<file path="config.mk">
export PLATFORM = sky130hd
export DESIGN_NAME = moore_seq_detector
export DESIGN_NICKNAME = d
export VERILOG_FILES = /design/src/rtl/seq_det_pkg.sv /design/src/rtl/sat_counter.sv /design/src/rtl/moore_seq_detector.sv
export SDC_FILE = /design/constraint.sdc
export NUM_CORES = 1
export LEC_CHECK = 0
export CORE_MARGIN = 2
export CORE_UTILIZATION = 50
export DETAILED_ROUTE_END_ITERATION = 8
export GPL_ROUTABILITY_DRIVEN = 0
export PLACE_DENSITY = 0.75
export SLEW_MARGIN = 30
export SYNTH_ARGS = -nofsm -noshare
export SYNTH_HDL_FRONTEND = slang
export SYNTH_SLANG_ARGS = --single-unit
</file>
<file path="constraint.sdc">
create_clock -name clock -period 2.52 [get_ports clock]
set_input_delay 0.378 -clock clock [delete_from_list [all_inputs] [get_ports clock]]
set_output_delay 0.378 -clock clock [all_outputs]
set_load 0.01 [all_outputs]
</file>
<file path="src/rtl/seq_det_pkg.sv">
// Shared constants and helpers for the serial sequence detector family.
// Default pattern is the legacy 1011 sync word; fill counters size via fill_width().
package seq_det_pkg;

    localparam int         DEFAULT_PATTERN_LEN = 4;
    localparam int         DEFAULT_COUNT_WIDTH = 8;
    localparam logic [3:0] DEFAULT_PATTERN     = 4'b1011;

    // Enough bits to hold every fill level 0..len inclusive.
    function automatic int fill_width(input int len);
        return $clog2(len + 1);
    endfunction

endpackage

</file>
<file path="src/rtl/sat_counter.sv">
// Saturating event counter with synchronous clear; clear plus increment yields 1.
// Latency: count and sat update on the edge that samples inc/clr. No backpressure.
module sat_counter #(
    parameter int WIDTH = 8
) (
    input  logic             clock,
    input  logic             reset,
    input  logic             inc,
    input  logic             clr,
    output logic [WIDTH-1:0] count,
    output logic             sat
);

    logic [WIDTH-1:0] count_q;
    logic [WIDTH-1:0] count_d;
    logic             sat_q;

    always_comb begin
        count_d = count_q;
        if (clr) begin
            count_d = inc ? WIDTH'(1) : '0;
        end else if (inc && (count_q != '1)) begin
            count_d = count_q + WIDTH'(1);
        end
    end

    // sat is registered from the next count so it tracks count on the same edge.
    always_ff @(posedge clock or posedge reset) begin
        if (reset) begin
            count_q <= '0;
            sat_q   <= 1'b0;
        end else begin
            count_q <= count_d;
            sat_q   <= (count_d == '1);
        end
    end

    assign count = count_q;
    assign sat   = sat_q;

endmodule

</file>
<file path="src/rtl/moore_seq_detector.sv">
// Programmable Moore serial pattern detector with overlap control and saturating match count.
// Latency: detector_out is high the cycle after the final pattern bit is sampled. No backpressure.
module moore_seq_detector
    import seq_det_pkg::*;
#(
    parameter int                     PATTERN_LEN = DEFAULT_PATTERN_LEN,
    parameter logic [PATTERN_LEN-1:0] PATTERN     = PATTERN_LEN'(DEFAULT_PATTERN),
    parameter int                     COUNT_WIDTH = DEFAULT_COUNT_WIDTH
) (
    input  logic                   clock,
    input  logic                   reset,
    input  logic                   sequence_in,
    input  logic                   enable,
    input  logic                   overlap_en,
    input  logic                   pattern_load,
    input  logic [PATTERN_LEN-1:0] pattern_in,
    input  logic                   clear_count,
    output logic                   detector_out,
    output logic [COUNT_WIDTH-1:0] match_count,
    output logic                   count_sat
);

    localparam int             FW        = fill_width(PATTERN_LEN);
    localparam logic [FW-1:0]  FILL_ARM  = FW'(PATTERN_LEN - 1);
    localparam logic [FW-1:0]  FILL_FULL = FW'(PATTERN_LEN);

    logic [PATTERN_LEN-1:0] pat_q;
    logic [PATTERN_LEN-1:0] pat_d;
    logic [PATTERN_LEN-1:0] hist_q;
    logic [PATTERN_LEN-1:0] hist_d;
    logic [PATTERN_LEN-1:0] cand;
    logic [FW-1:0]          fill_q;
    logic [FW-1:0]          fill_d;
    logic                   det_q;
    logic                   det_d;
    logic                   hit;
    logic                   count_inc;

    // A hit needs PATTERN_LEN valid bits: the current one plus at least LEN-1 in history.
    assign cand      = {hist_q[PATTERN_LEN-2:0], sequence_in};
    assign hit       = enable && (fill_q >= FILL_ARM) && (cand == pat_q);
    assign count_inc = hit && !pattern_load;

    always_comb begin
        pat_d  = pat_q;
        hist_d = hist_q;
        fill_d = fill_q;
        det_d  = 1'b0;
        if (pattern_load) begin
            pat_d  = pattern_in;
            hist_d = '0;
            fill_d = '0;
        end else if (enable) begin
            det_d = hit;
            if (hit && !overlap_en) begin
                hist_d = '0;
                fill_d = '0;
            end else begin
                hist_d = cand;
                fill_d = (fill_q == FILL_FULL) ? fill_q : fill_q + FW'(1);
            end
        end
    end

    always_ff @(posedge clock or posedge reset) begin
        if (reset) begin
            pat_q  <= PATTERN;
            hist_q <= '0;
            fill_q <= '0;
            det_q  <= 1'b0;
        end else begin
            pat_q  <= pat_d;
            hist_q <= hist_d;
            fill_q <= fill_d;
            det_q  <= det_d;
        end
    end

    assign detector_out = det_q;

    sat_counter #(
        .WIDTH (COUNT_WIDTH)
    ) u_match_count (
        .clock (clock),
        .reset (reset),
        .inc   (count_inc),
        .clr   (clear_count),
        .count (match_count),
        .sat   (count_sat)
    );

endmodule

</file>
==> results of run 1 <==
## how the worst min path moves through the flow
stage | start | to | slack [ns] | cells past startpoint
CTS | reset | u_match_count.count[6] | 0.52 | 2
detailed placement | pat_q[2] | pat_q[2] | 0.52 | 1
global placement | pat_q[2] | pat_q[2] | 0.52 | 1
floorplan | reset | detector_out | 0.34 | 1
finish | reset | u_match_count.count[6] | 0.51 | 2
global route | hist_q[2] | hist_q[2] | 0.57 | 2
## cell families after synthesis
| logic type | count (synthesis) | synth area share (%) |
|---|---|---|
| AO/OA/AOI/OAI | 19 | 10.1 |
| adder cells (fa/ha/maj) | 4 | 4.48 |
| AND/OR/NAND/NOR | 44 | 25.6 |
| flip-flops | 20 | 45.2 |
| multiplexers | 5 | 4.93 |
| buffers and inverters | 10 | 3.48 |
| XOR/XNOR | 8 | 6.28 |
## final cells by class
cell class | instances | area, µm²
clock inverter | 1 | 30.0
sequential | 20 | 504
multi-input combinational | 80 | 573
inverter | 7 | 26.3
timing repair buffer | 23 | 223
fill | 187 | 756
clock buffer | 3 | 22.5
tap | 28 | 35.0
## synthesized netlist by cell type (2+ instances only)
master,number,share of area (%)
nor2_1,8,2.7
nand2_1,7,2.4
and3_2,2,1.3
nand3_1,4,1.8
a22oi_1,2,1.3
ha_1,4,4.5
nor3_1,2,0.90
buf_1,2,0.67
mux2_2,4,4.0
o21ai_0,6,2.7
a21oi_1,6,2.7
xor2_1,7,5.5
or3_1,2,1.1
dfstp_2,3,7.1
nand4_1,4,2.2
dfrtp_1,17,38
inv_1,7,2.4
and2_1,3,1.7
## metrics by stage
stage	hold WS (ns)	instance area (µm²)	setup slack [ns]
floorplan	0.340	1120	0.576
global placement	0.517	1360	0.438
detailed placement	0.522	1360	0.399
CTS	0.524	1410	0.405
global route	0.566	1410	0.264
finish	0.505	1410	0.440
## worst reg2reg max path, delay by kind of cell, from the launching register on
family                     cells  cell delay [ns]
adders and majority gates      2             0.40
AOI/OAI and AO/OA              2             0.35
DFF                            1             0.44
and+or+nand+nor                3             0.82
## power by group through the flow
stage	Combinational (mW)	Clock [mW]	Sequential [mW]
floorplan	0.0577	0	0.352
CTS	0.0890	0.264	0.349
global route	0.0971	0.279	0.351
global placement	0.0842	0	0.354
finish	0.0870	0.256	0.349
detailed placement	0.0888	0	0.355
## routing by layer
layer,GRT usage [%],routed length [µm],share of wire [%]
met2,32.3,1120,53
met4,6.14,13,0.62
met3,3.80,81,3.9
met1,20.6,881,42
met5,0,0,0
## sequential cells by signal, indices dropped and copies added, names as in the netlist
name,cells
u_match_count.count,8
hist_q,3
u_match_count.sat,1
fill_q,3
pat_q,4
detector_out,1
==> results_dict.tcl, run 1 <==
set metrics [dict create \
    status "finished clean" \
    cp.depth 7 \
    mostFrequentLayoutCell "clkdlybuf4s50_1" \
    critPathSlowestCell "or4_1" \
    vias 875 \
    avgSynthCellArea_um2 10.1 \
    critPathLaunch "fill_q[0]" \
    cp_max_fo 8 \
    drt-initial-drc-count 15 \
    grt_pass1_wl_mm 3.53 \
    post-dp-hpwl_mm 1.66 \
    max_slew_margin_pct 49.6 \
    p_int_mw 0.542 \
    gr-total-overflow 0 \
    r2r-end "u_match_count.sat" \
    hold_path.class "in -> async" \
    cts.path.max_buffers 2 \
    clk-insertion-delay-late_ns 0.29 \
    crit_buf_inv 0 \
    max-vdd-ir-drop_mv 0.429 \
    initial_core_util_pct 51.4 \
    cellLeakagePower_nw 0.602 \
    dieWidth_um 51.2 \
    ff2ff_path_depth 7 \
    post-cts-setup-buffers 0 \
    setup.worst_path.end "u_match_count.sat" \
    drv_slew 0 \
    crit_path_frequent_cell "ha_1" \
    viasPerCell 5.40 \
    ys_types 38 \
    port_buffers 20 \
    maxCapViolCount 0 \
    tightest_slew_ns 0.755 \
    cts_hold_buf 0 \
    ys_seq_area_share_pct 45.2 \
    powerDensity_nw_per_um2 489 \
    die_y_um 51.2 \
    ant_nets 0 \
    pwr-share-comb_pct 12.6 \
    async_reset_ff_share_pct 100 \
    cp_slowest_stage_delay_ns 0.46 \
    syn_area_um2 1120 \
    setup_viol_count_final 0 \
    seqPwrFrac_pct 50.4 \
    worstSetupStartpointType "flop" \
    fin_crit_sh_pct 82.6 \
    rsz0062_at_grt "false" \
    core_area_um2 2170 \
    crit_type "reg -> reg" \
    cp.arrival_ns 2.31 \
    dieArea_um2 2630 \
    synth_flop_cell "dfrtp_1" \
    io_pins 21 \
    antenna_cells 0 \
    setup.worst_path.end_class "flop" \
    fin_crit_ns 2.08 \
    area_delta_synth_final_pct 26.7 \
    row_count 17 \
    grt_max_degree 21 \
    final_cell_mix "clkdlybuf4s50_1 (20), dfrtp_1 (17), nor2_1 (8)" \
    p_sw_share_pct 21.7 \
    cts_max_level 1 \
    synth-seq-cells 20 \
    firstDrtPassIters 4 \
    fin_tns_setup_ns 0 \
    switchingPower_mw 0.150 \
    synthCells 110 \
    wl_per_cell_um 13.0 \
    p_total_mw 0.692 \
    clk_pin_slew_ns 0.11 \
    routed_wl_mm 2.10 \
    cts_resized 0 \
    path_cells "ha_1 > ha_1 > a211oi_1 > nor2_1 > and3_4 > or4_1 > a21boi_1" \
    cts.sinks 20 \
    r2r_start "fill_q[0]" \
    max_freq_ghz 0.481 \
    hold_viol 0 \
    drive_gt1_share_pct 16.4 \
    cts_tree "done" \
    track_usage_pct 17.8 \
    antenna_found_initial 0 \
    yosysWarnings 0 \
    numPlacedInstances 158 \
    crit_family "simple AND/OR/NAND/NOR gates" \
    cts_made_buffers 3 \
    fin_nets 150 \
    skew_ns 0.00398 \
    synthesis.nets 125 \
    cp_data_required_time_ns 2.74 \
    reg2reg_slack_ns 0.44 \
    grt_pass1_vias 835 \
    synth_edf_count 0 \
    drc 0 \
    pwr-share-clk_pct 37.0 \
    fin_util_pct 65.2 \
    cts-root-buf "clkbuf_4" \
    fin_cells 162 \
]
Note: power is estimated with default switching activity, not from simulation.
==> run 2: changes to the inputs <==
CORE_UTILIZATION = 46   (was 50)
PLACE_DENSITY = 0.73   (was 0.75)
clock period = 1.72 ns   (was 2.52 ns; I/O delays follow)
==> run 2 against run 1 <==
  * Largest power group unchanged
  * First-iteration DRC count is 40% higher
  * Highest routed layer unchanged
  * Global-route usage grew 3.6 points
  * Fmax increased by 13%
  * The flow now finishes with violations (negative setup slack)
  * Wire length grew 27%
  * Sequential power rose by 46%
  * Via count is 15% higher
==> results_dict.tcl, run 2 (synthesized netlist as in run 1, its figures left out) <==
set metrics [dict create \
    max_slew_margin_pct 75.2 \
    cellLeakagePower_nw 0.729 \
    fin_nets 175 \
    reg2reg_slack_ns -0.13 \
    cts_made_buffers 3 \
    cts.sinks 20 \
    numPlacedInstances 179 \
    critPathSlowestCell "dfrtp_1" \
    drive_gt1_share_pct 38.4 \
    clk-insertion-delay-late_ns 0.31 \
    timing.hold.ws_ns 0.208 \
    crit_type "reg -> reg" \
    track_usage_pct 21.4 \
    max-vdd-ir-drop_mv 0.488 \
    crit_buf_inv 1 \
    cts.path.max_buffers 2 \
    cts-root-buf "clkbuf_4" \
    powerDensity_nw_per_um2 561 \
    setup_slack_ns -0.127 \
    vias 1004 \
    cp_max_fo 4 \
    violations "negative setup slack" \
    drc 0 \
    fin_cells 187 \
    firstDrtPassIters 4 \
    ant_nets 0 \
    grt_pass1_wl_mm 4.27 \
    core_area_um2 2250 \
    fin_util_pct 73.6 \
    dieArea_um2 2840 \
    skew_ns 0.0156 \
    hold_viol 0 \
    mostFrequentLayoutCell "buf_4" \
    drv_slew 0 \
    row_count 17 \
    fin_crit_ns 1.85 \
    grt_max_degree 13 \
    dp_slack_ns -0.271 \
    crit_family "simple AND/OR/NAND/NOR gates" \
    port_buffers 20 \
    grt_pass1_vias 989 \
    cts_tree "done" \
    path_cells "ha_2 > ha_4 > a211oi_2 > nor2_1 > buf_4 > and3_4 > or4_1 > a21boi_1" \
    tightest_slew_ns 0.372 \
    cp_data_required_time_ns 1.97 \
    final_cell_mix "buf_4 (26), clkdlybuf4s50_1 (20), dfrtp_1 (17)" \
    initial_core_util_pct 49.5 \
    cts_max_level 1 \
    fin_crit_sh_pct 107 \
    antenna_found_initial 0 \
    maxCapViolCount 0 \
    rsz0062_at_grt "true" \
    io_pins 21 \
    status "finished, violations left" \
    area_delta_synth_final_pct 48.7 \
    cts_hold_buf 0 \
    hold_path.class "in -> async" \
    viasPerCell 5.37 \
    post-dp-hpwl_mm 1.92 \
    routed_wl_mm 2.67 \
    clk_pin_slew_ns 0.12 \
    worstSetupStartpointType "flop" \
    largest_reg_flops 8 \
    fillCellCount 176 \
    wl_per_cell_um 14.3 \
    cp.arrival_ns 2.09 \
    setup_viol_count_final 3 \
    die_y_um 53.3 \
    max_freq_ghz 0.541 \
    gr-total-overflow 0 \
    cp_slowest_stage_delay_ns 0.39 \
    dieWidth_um 53.3 \
    setup.worst_path.end_class "flop" \
    drt-initial-drc-count 21 \
    antenna_cells 0 \
]
## run 2: worst paths after layout
path | startpoint | end | cells past startpoint
setup / recovery | fill_q[0] | u_match_count.sat | 8
hold / removal | reset | hist_q[2] | 2
setup reg to reg | fill_q[0] | u_match_count.sat | 8
hold reg to reg | pat_q[2] | pat_q[2] | 1
max in group asynchronous | reset | u_match_count.count[3] | 3
min in group clock | pat_q[2] | pat_q[2] | 1
## run 2: repair_timing
action | 4_1_cts | 5_1_grt
buffers inserted | 2 | 3
endpoints found under the setup margin | 7 | 13
pin swaps | 4 | 14
gates resized for setup | 9 | 13
## run 2: routing by layer
metal	GRT usage [%]	wire length, µm
met4	12.8	79
met3	2.82	92
met2	34.6	1320
met1	26.9	1180
met5	0	0
## run 2: layout make-up
class | instances | area [µm²] | area share, %
Multi-Input combinational cell | 80 | 649 | 39.1
Sequential cell | 20 | 504 | 30.4
Timing Repair Buffer | 48 | 418 | 25.2
Tap cell | 28 | 35.0 | 2.11
Clock buffer | 4 | 26.3 | 1.58
Inverter | 7 | 26.3 | 1.58
## run 2: per-stage QoR
stage	setup TNS, ns	cell area (µm²)	power [mW]
6_report	-0.239	1660	0.930
5_1_grt	-0.714	1660	0.969
4_1_cts	-0.146	1600	0.916
3_5_place_dp	-1.18	1520	0.677
3_3_place_gp	-1.07	1520	0.669
2_1_floorplan	-0.128	1120	0.599
## run 2: report_power, final
group          leakage, nW  switching, mW  total [mW]  internal [mW]
Combinational        0.450         0.0856       0.185         0.0995
Sequential           0.265         0.0147       0.509          0.495
Clock               0.0150          0.146       0.236         0.0905
Total                0.729          0.246       0.930          0.685
